--- config.mk ---
export PLATFORM = sky130hd
export DESIGN_NAME = edge_event_arbiter_flat
export DESIGN_NICKNAME = d
export VERILOG_FILES = /design/src/rtl/edge_arb_pkg.sv /design/src/rtl/edge_event_arbiter_if.sv /design/src/rtl/edge_capture_ch.sv /design/src/rtl/edge_event_arbiter.sv /design/src/flat_wrapper.sv
export SDC_FILE = /design/constraint.sdc
export NUM_CORES = 1
export LEC_CHECK = 0
export ABC_AREA = 0
export CAP_MARGIN = 5
export CORE_MARGIN = 5
export CORE_UTILIZATION = 49
export DETAILED_ROUTE_END_ITERATION = 8
export HOLD_SLACK_MARGIN = 0.03
export PLACE_DENSITY = 0.85
export SETUP_SLACK_MARGIN = 0.05
export SKIP_LAST_GASP = 1
export SLEW_MARGIN = 20
export SYNTH_ARGS = -nofsm -noshare
export SYNTH_HDL_FRONTEND = slang
export SYNTH_SLANG_ARGS = --single-unit
--- constraint.sdc ---
create_clock -name clk -period 2.1 [get_ports clk]
set_clock_uncertainty 0.05 [all_clocks]
set_input_delay 0.42 -clock clk [delete_from_list [all_inputs] [get_ports clk]]
set_output_delay 0.42 -clock clk [all_outputs]
set_load 0.01 [all_outputs]
--- src/rtl/edge_arb_pkg.sv ---
// +------------------------------------------------------------------+
// | edge_arb_pkg : shared types and defaults for edge_event_arbiter  |
// | Revision     : 1.0                                               |
// +------------------------------------------------------------------+
`default_nettype none

package edge_arb_pkg;

  localparam int c_N_CH_DEFAULT        = 4;
  localparam int c_SYNC_STAGES_DEFAULT = 2;

  typedef enum logic [0:0] {
    IDLE  = 1'b0,
    OFFER = 1'b1
  } arb_state_t;

  function automatic int ch_idx_w(input int n);
    return (n > 1) ? $clog2(n) : 1;
  endfunction

endpackage

`default_nettype wire

--- src/rtl/edge_event_arbiter_if.sv ---
// +------------------------------------------------------------------+
// | edge_event_arbiter_if : event offer valid/ready handshake        |
// | Revision              : 1.0                                      |
// +------------------------------------------------------------------+
`default_nettype none

interface edge_event_arbiter_if
  import edge_arb_pkg::*;
#(
  parameter int N_CH = c_N_CH_DEFAULT
);

  logic                      evt_valid;
  logic                      evt_ready;
  logic [ch_idx_w(N_CH)-1:0] evt_ch;

  modport master (output evt_valid, output evt_ch, input  evt_ready);
  modport slave  (input  evt_valid, input  evt_ch, output evt_ready);

endinterface

`default_nettype wire

--- src/rtl/edge_capture_ch.sv ---
// +------------------------------------------------------------------+
// | edge_capture_ch : synchroniser, falling-edge detect, pending bit |
// | Optional sticky overflow bit with EDGE_ARB_OVF_EN                |
// | Revision        : 1.0                                            |
// +------------------------------------------------------------------+
`default_nettype none

module edge_capture_ch
  import edge_arb_pkg::*;
#(
  parameter int SYNC_STAGES = c_SYNC_STAGES_DEFAULT
) (
  input  logic clk,
  input  logic rst,
  input  logic din,
  input  logic enable,
  input  logic clr,
`ifdef EDGE_ARB_OVF_EN
  input  logic ovf_clr,
  output logic ovf,
`endif
  output logic pending
);

  logic [SYNC_STAGES-1:0] r_sync;
  logic [SYNC_STAGES:0]   r_fill;
  logic                   r_s_d;
  logic                   r_pending;
  logic                   w_s;
  logic                   w_fall;
  logic                   w_set;

  // r_fill keeps edges masked until the chain and s_d hold real samples,
  // so a line that is already low when reset releases is not an event.
  always_ff @(posedge clk or negedge rst) begin
    if (!rst) begin
      r_sync <= '1;
      r_s_d  <= 1'b1;
      r_fill <= '0;
    end else begin
      r_sync <= {r_sync[SYNC_STAGES-2:0], din};
      r_s_d  <= w_s;
      r_fill <= {r_fill[SYNC_STAGES-1:0], 1'b1};
    end
  end

  assign w_s    = r_sync[SYNC_STAGES-1];
  assign w_fall = r_s_d & ~w_s & r_fill[SYNC_STAGES];
  assign w_set  = w_fall & enable;

  always_ff @(posedge clk or negedge rst) begin
    if (!rst) begin
      r_pending <= 1'b0;
    end else if (w_set) begin
      r_pending <= 1'b1;
    end else if (clr || !enable) begin
      r_pending <= 1'b0;
    end
  end

  assign pending = r_pending;

`ifdef EDGE_ARB_OVF_EN
  logic r_ovf;

  always_ff @(posedge clk or negedge rst) begin
    if (!rst) begin
      r_ovf <= 1'b0;
    end else begin
      r_ovf <= (w_set & r_pending & ~clr) | (r_ovf & ~ovf_clr);
    end
  end

  assign ovf = r_ovf;
`endif

endmodule

`default_nettype wire

--- src/rtl/edge_event_arbiter.sv ---
// +------------------------------------------------------------------+
// | edge_event_arbiter : falling-edge events, round-robin offer      |
// | Optional overflow flags with EDGE_ARB_OVF_EN                     |
// | Revision           : 1.0                                         |
// +------------------------------------------------------------------+
`default_nettype none

module edge_event_arbiter
  import edge_arb_pkg::*;
#(
  parameter int N_CH        = c_N_CH_DEFAULT,
  parameter int SYNC_STAGES = c_SYNC_STAGES_DEFAULT
) (
  input  logic                 clk,
  input  logic                 rst,
  input  logic [N_CH-1:0]      din,
  input  logic [N_CH-1:0]      enable,
`ifdef EDGE_ARB_OVF_EN
  input  logic [N_CH-1:0]      ovf_clr,
  output logic [N_CH-1:0]      ovf,
`endif
  output logic [N_CH-1:0]      pending,
  edge_event_arbiter_if.master evt
);

  localparam int c_CW = ch_idx_w(N_CH);

  arb_state_t      r_state;
  arb_state_t      w_state_nxt;
  logic            r_evt_valid;
  logic            w_evt_valid_nxt;
  logic [c_CW-1:0] r_evt_ch;
  logic [c_CW-1:0] w_evt_ch_nxt;
  logic [c_CW-1:0] r_rr_ptr;
  logic [c_CW-1:0] w_rr_ptr_nxt;
  logic [c_CW-1:0] w_grant_ch;
  logic [c_CW-1:0] w_idx;
  logic            w_grant_found;
  logic            w_hs;
  logic [N_CH-1:0] w_clr;

  assign w_hs = r_evt_valid & evt.evt_ready;

  for (genvar i = 0; i < N_CH; i++) begin : g_ch
    assign w_clr[i] = w_hs && (r_evt_ch == c_CW'(i));

    edge_capture_ch #(
      .SYNC_STAGES (SYNC_STAGES)
    ) u_cap (
      .clk     (clk),
      .rst     (rst),
      .din     (din[i]),
      .enable  (enable[i]),
      .clr     (w_clr[i]),
`ifdef EDGE_ARB_OVF_EN
      .ovf_clr (ovf_clr[i]),
      .ovf     (ovf[i]),
`endif
      .pending (pending[i])
    );
  end

  // First pending channel at or after rr_ptr, wrapping to 0.
  always_comb begin
    w_grant_found = 1'b0;
    w_grant_ch    = '0;
    w_idx         = '0;
    for (int k = 0; k < N_CH; k++) begin
      w_idx = c_CW'((int'(r_rr_ptr) + k) % N_CH);
      if (!w_grant_found && pending[w_idx]) begin
        w_grant_found = 1'b1;
        w_grant_ch    = w_idx;
      end
    end
  end

  always_ff @(posedge clk or negedge rst) begin
    if (!rst) begin
      r_state     <= IDLE;
      r_evt_valid <= 1'b0;
      r_evt_ch    <= '0;
      r_rr_ptr    <= '0;
    end else begin
      r_state     <= w_state_nxt;
      r_evt_valid <= w_evt_valid_nxt;
      r_evt_ch    <= w_evt_ch_nxt;
      r_rr_ptr    <= w_rr_ptr_nxt;
    end
  end

  always_comb begin
    w_state_nxt     = r_state;
    w_evt_valid_nxt = r_evt_valid;
    w_evt_ch_nxt    = r_evt_ch;
    w_rr_ptr_nxt    = r_rr_ptr;
    case (r_state)
      IDLE: begin
        if (w_grant_found) begin
          w_evt_ch_nxt    = w_grant_ch;
          w_evt_valid_nxt = 1'b1;
          w_state_nxt     = OFFER;
        end
      end
      OFFER: begin
        if (w_hs) begin
          w_evt_valid_nxt = 1'b0;
          w_rr_ptr_nxt    = (r_evt_ch == c_CW'(N_CH - 1)) ? '0 : r_evt_ch + 1'b1;
          w_state_nxt     = IDLE;
        end
      end
      default: begin
        w_evt_valid_nxt = 1'b0;
        w_state_nxt     = IDLE;
      end
    endcase
  end

  assign evt.evt_valid = r_evt_valid;
  assign evt.evt_ch    = r_evt_ch;

endmodule

`default_nettype wire

--- src/flat_wrapper.sv ---
// flat-port wrapper written by rule: the top's interface ports become plain ports
module edge_event_arbiter_flat import edge_arb_pkg::*;
#(
  parameter int N_CH        = c_N_CH_DEFAULT,
  parameter int SYNC_STAGES = c_SYNC_STAGES_DEFAULT
)
  (clk, rst, din, enable, pending, evt_evt_valid, evt_evt_ch, evt_evt_ready);
  edge_event_arbiter_if #(.N_CH(N_CH)) evt_i ();
  input  logic clk;
  input  logic rst;
  input  logic [N_CH-1:0] din;
  input  logic [N_CH-1:0] enable;
  output logic [N_CH-1:0] pending;
  output wire logic [$bits(evt_i.evt_valid)-1:0] evt_evt_valid;
  output wire logic [$bits(evt_i.evt_ch)-1:0] evt_evt_ch;
  input wire logic [$bits(evt_i.evt_ready)-1:0] evt_evt_ready;
  assign evt_evt_valid = evt_i.evt_valid;
  assign evt_evt_ch = evt_i.evt_ch;
  assign evt_i.evt_ready = evt_evt_ready;
  edge_event_arbiter #(.N_CH(N_CH), .SYNC_STAGES(SYNC_STAGES)) u_core (.clk(clk), .rst(rst), .din(din), .enable(enable), .pending(pending), .evt(evt_i));
endmodule
# Yosys cells after proc, flatten, opt, wreduce, memory -nomap -nowiden
# Index checks and enable logic that the tools add are counted.
# classes
eq_ne	5
addsub	4
magnitude_cmp	4
mux	31
bitwise	18
reduce_logical	26
# op_table
operator	count
two-way mux 1 bit	20
bitwise AND 1 bit	13
less-than comparator 2 x 3 -> 1 bit (second input constant)	4
two-way mux 2 bit	5
binary-select mux 1 bit (select 2 bit)	4
nonzero test 2 bit	4
logical AND 1 bit	7
logical NOT 1 bit	7
AND reduction 2 bit	3
inverter 1 bit	5
adder 2 x 1 -> 2 bit (second input constant)	2
adder 2 bit (second input constant)	2
equality test 2 bit (second input constant)	2
logical OR 1 bit	4
one-hot mux 1 bit (2 select lines)	2
equality test 2 x 1 -> 1 bit (second input constant)	1
logical NOT 2 bit	1
inequality test 2 x 1 -> 1 bit (second input constant)	1
inequality test 2 bit (second input constant)	1
# word_totals
ff_bits	34
elab_cells	108
in_bits	11

# Depth between registers and ports, before layout
# logic_depth
ltp_word	14
depth_mapped	5
mapped_depth_nobuf	5

# Cells and area by module
# From an unflattened synthesis, not the netlist that was laid out.
# unflattened
hier_cells	89
hier_area_um2	1247.4
# modules_own_cells
mod	area_per_inst_um2	cells_each	instances
edge_capture_ch	202.7	11	4
edge_event_arbiter	436.7	45	1

# Worst setup path after synthesis
# Ideal clock, no wire load.
# synth_timing
kind	flip-flop to flip-flop
start	reg u_core.g_ch[1].u_cap.r_pending
end	reg u_core.r_evt_ch[0] (netlist: u_core.evt.evt_ch[0])
arrival_ns	1.271
setup_ns	0.121
path_stages_with_launch	5
slack_ns	0.658
cell_sequence	dfrtp_1 or4_4 nand2b_2 a21oi_1 a22o_1
# synth_via
elab_chain_cells	13
elab_cells_between_ends	23
cone_classes	mux: 16; reduce/logical: 7
# synth_lines
element	line	text
from (decl)	edge_capture_ch.sv:28	logic r_pending;
from (signal assigned)	edge_capture_ch.sv:53	r_pending <= 1'b0;
from (signal assigned)	edge_capture_ch.sv:55	r_pending <= 1'b1;
from (signal assigned)	edge_capture_ch.sv:57	r_pending <= 1'b0;
binary-select mux 1 bit (select 2 bit)	edge_event_arbiter.sv:70	if (!w_grant_found && pending[w_idx]) begin
two-way mux 1 bit (not written as such)	edge_event_arbiter.sv:70	
two-way mux 1 bit	edge_event_arbiter.sv:70	
logical NOT 1 bit	edge_event_arbiter.sv:70	
logical AND 1 bit	edge_event_arbiter.sv:70	
two-way mux 1 bit	edge_event_arbiter.sv:70	
logical NOT 1 bit	edge_event_arbiter.sv:70	
logical AND 1 bit	edge_event_arbiter.sv:70	
two-way mux 1 bit	edge_event_arbiter.sv:70	
logical NOT 1 bit	edge_event_arbiter.sv:70	
logical AND 1 bit	edge_event_arbiter.sv:70	
two-way mux 1 bit	edge_event_arbiter.sv:70	
AND reduction 2 bit (no line)	-	
to (signal assigned)	edge_event_arbiter.sv:86	r_evt_ch <= w_evt_ch_nxt;
to (decl)	edge_event_arbiter.sv:32	logic [c_CW-1:0] r_evt_ch;
# Parallel ways exist; a longest one is shown, timed or not. The select of a mux whose other input is x is not followed.
# A chain may end at the register's enable or synchronous reset.

# Worst setup path in the final report
# layout_timing
start	reg u_core.r_evt_valid (netlist: u_core.evt.evt_valid)
end	out evt_evt_valid
# layout_rtl
element	line	text
from (decl)	edge_event_arbiter.sv:30	logic r_evt_valid;
from (signal assigned)	edge_event_arbiter.sv:85	r_evt_valid <= w_evt_valid_nxt;
to (decl)	flat_wrapper.sv:14	output wire logic [$bits(evt_i.evt_valid)-1:0] evt_evt_valid;
# No word-level cell between the ends.

==> impl_metrics.ini <==
[drt]
ant_nets = 0
viasPerCell = 5.39
wl_per_cell_um = 14.1
drt_iter0_drc = 6
finalWirelength_um = 1690
first_pass_iters = 4
drc = 0
vias = 647

[die]
start_util_pct = 50.4
die_y_um = 54.7
die-area_mm2 = 0.00299
ios = 18
rows = 16
dieWidth_um = 54.7
coreArea_mm2 = 0.00194

[setup_path]
endpoint_kind = primary output
rr_worst_depth = 4
r2r-end = u_core.evt.evt_ch[0]
r2r_start = u_core.g_ch[1].u_cap.pending
cp_data_required_time_ns = 1.63
cp_max_fo = 8
path_buf_inv = 1
crit_type = flop to primary output
path_delay_family = buffers and inverters
startpoint = u_core.evt.evt_valid
slowest_stage = clkdlybuf4s50_1
startpoint_type = flop
worst-endpoint-arrival_ns = 1.40
r2r_slack_ns = 0.57
slowest_delay_ns = 0.59
path_cells = clkdlybuf4s50_1

[clock_network]
cts_resized = 0
post-cts-setup-buffers = 0
hold_buffers = 0
clk_latency_ns = 0.32
cts_tree = done
clk_pin_slew_ns = 0.13
clkSinkCount = 25
cts_inserted_buffers = 3
cts_buffer_depth = 2
htree_levels = 1
cts-root-buf = clkbuf_4

[power_and_ir_drop]
p_sw_share_pct = 28.5
seqPwrFrac_pct = 60.2
power_density_mw_per_mm2 = 864
p_int_uw = 733
p_switching_uw = 292
p_clk_share_pct = 20.6
p_leak_uw = 0.000505
worst_ir_drop_vdd_mv = 0.622
p_comb_share_pct = 19.2

[timing]
fmax_mhz = 534
rsz0062_at_grt = no
fin_tns_setup_ns = 0
layout_setup_ws_ns = 0.229
setup_viol = 0
finalHoldViolations = 0
drv_slew = 0
period_needed_ns = 1.87
hold_ws_ns = 0.314
period_share_pct = 89.1

[yosys]
synth_area_um2 = 978
synthCells = 75
synth_top_area_share_pct = 33.2
synth_seq_cells = 25
syn_nets = 90
async_flop_share_pct = 100
synth_edf_count = 0
synth_seq_area_share_pct = 65.5
synth.avg_cell_area_um2 = 13.0
synth_area_leaders = dfrtp_1 (33%), dfstp_2 (32%), ha_1 (5.1%), buf_4 (3.1%), inv_1 (2.3%)
yosys-top-cells-count = dfrtp_1 (13), dfstp_2 (12), inv_1 (6), buf_4 (4), ha_1 (4)
ys_types = 25
synth_most_common_cell = dfrtp_1
synth_top_cell_by_area = dfrtp_1
synth-warning-count = 0
ys.flop_type = dfrtp_1

[placed_design]
dp_slack_ns = 0.476
place_congestion = 0.872
dpl_cell_area_mm2 = 0.00116
io_buffers = 17
dpl.hpwl_um = 1280

[hold_path]
hold_class = flop to flop
hold_path_depth = 0
holdCritStartpoint = u_core.g_ch[2].u_cap.r_sync[0]
hold_end = u_core.g_ch[2].u_cap.r_sync[1]

[grt]
grt-ovfl-total = 0
grt_max_degree = 26
grt.total_usage_pct = 12.6
grt_pass1_vias = 573
grt_pass1_wl_um = 2510
antenna_found_initial = 0

[cells_and_area]
nets = 109
antenna_cells = 0
drive_above_1_share_pct = 21.5
syn_to_final_growth_pct = 21.2
final_cell_area_mm2 = 0.00119

[run_status]
outcome = finished clean

[job]
max_cap_violations = 0
power groups by stage:
stage | sequential, µW | clock (µW) | combinational, µW
final | 617 | 211 | 197
after global routing | 624 | 235 | 220
after CTS | 615 | 215 | 200
after detailed placement | 623 | 0 | 199
after global placement | 617 | 0 | 191
after floorplan | 611 | 0 | 105
placed cells by master (no fill, tap or decap), drive strengths merged, types with 3 or more instances in the layout:
master | Yosys | layout
a21oi | 3 | 3
clkbuf | 0 | 4
clkdlybuf4s50 | 0 | 17
dfrtp | 13 | 13
dfstp | 12 | 12
ha | 4 | 4
inv | 6 | 6
nand3 | 3 | 3
nor2 | 3 | 3
nor2b | 3 | 3
o21a | 3 | 3
worst max path at each step:
stage                      endpoint  slack (ns)  cells after the start
4_1_cts               evt_evt_valid        0.23                      1
3_3_place_gp     u_core.r_rr_ptr[1]        0.51                      3
5_1_grt               evt_evt_valid        0.17                      1
2_1_floorplan  u_core.evt.evt_ch[0]        0.66                      4
6_report              evt_evt_valid        0.23                      1
3_5_place_dp     u_core.r_rr_ptr[1]        0.48                      3
through the flow:
step,total power (µW),std cells,util [%]
after detailed placement,823,116,59.7
after floorplan,715,75,-
after global placement,808,116,59.7
after CTS,1030,120,61.1
final,1020,120,61.1
after global routing,1080,120,61.1
cell type report:
type,instances,area [µm²]
Fill cell,165,756
Sequential cell,25,641
Multi-Input combinational cell,40,285
Timing Repair Buffer,18,178
Tap cell,27,33.8
Clock buffer,4,26.3
Inverter,6,22.5
state kept, by name, indices dropped and copies added (netlist names):
signal	flops
u_core.g_ch.u_cap.r_s_d	4
u_core.r_rr_ptr	2
u_core.evt.evt_ch	2
u_core.g_ch.u_cap.r_fill	3
u_core.r_state	1
u_core.g_ch.u_cap.r_sync	8
u_core.evt.evt_valid	1
u_core.g_ch.u_cap.pending	4
worst reg2reg max path, cell delays in order (launching register included):
cell and delay [ns]:
dfrtp_1 0.47, or4_4 0.59, nand2b_2 0.11, a21oi_1 0.05, a22o_1 0.18
per-layer routing:
metal  track usage (%)  part of all wire, %  vias to the layer above
li1                  -                    -                      291
met1              15.0                   40                      317
met2              18.7                   48                       29
met3              3.54                  7.0                       10
met4              9.96                  4.7                        0
met5                 0                    0                        -
kinds of logic after synthesis:
group	Yosys count	share of synthesized area (%)
buf+inv	10	5.37
mux	1	1.15
fa+ha+maj	4	5.12
other cells	1	0.383
compound gates	18	12.7
flops	25	65.5
simple gates	16	9.85
No activity file was read; power rests on OpenSTA's default activity.
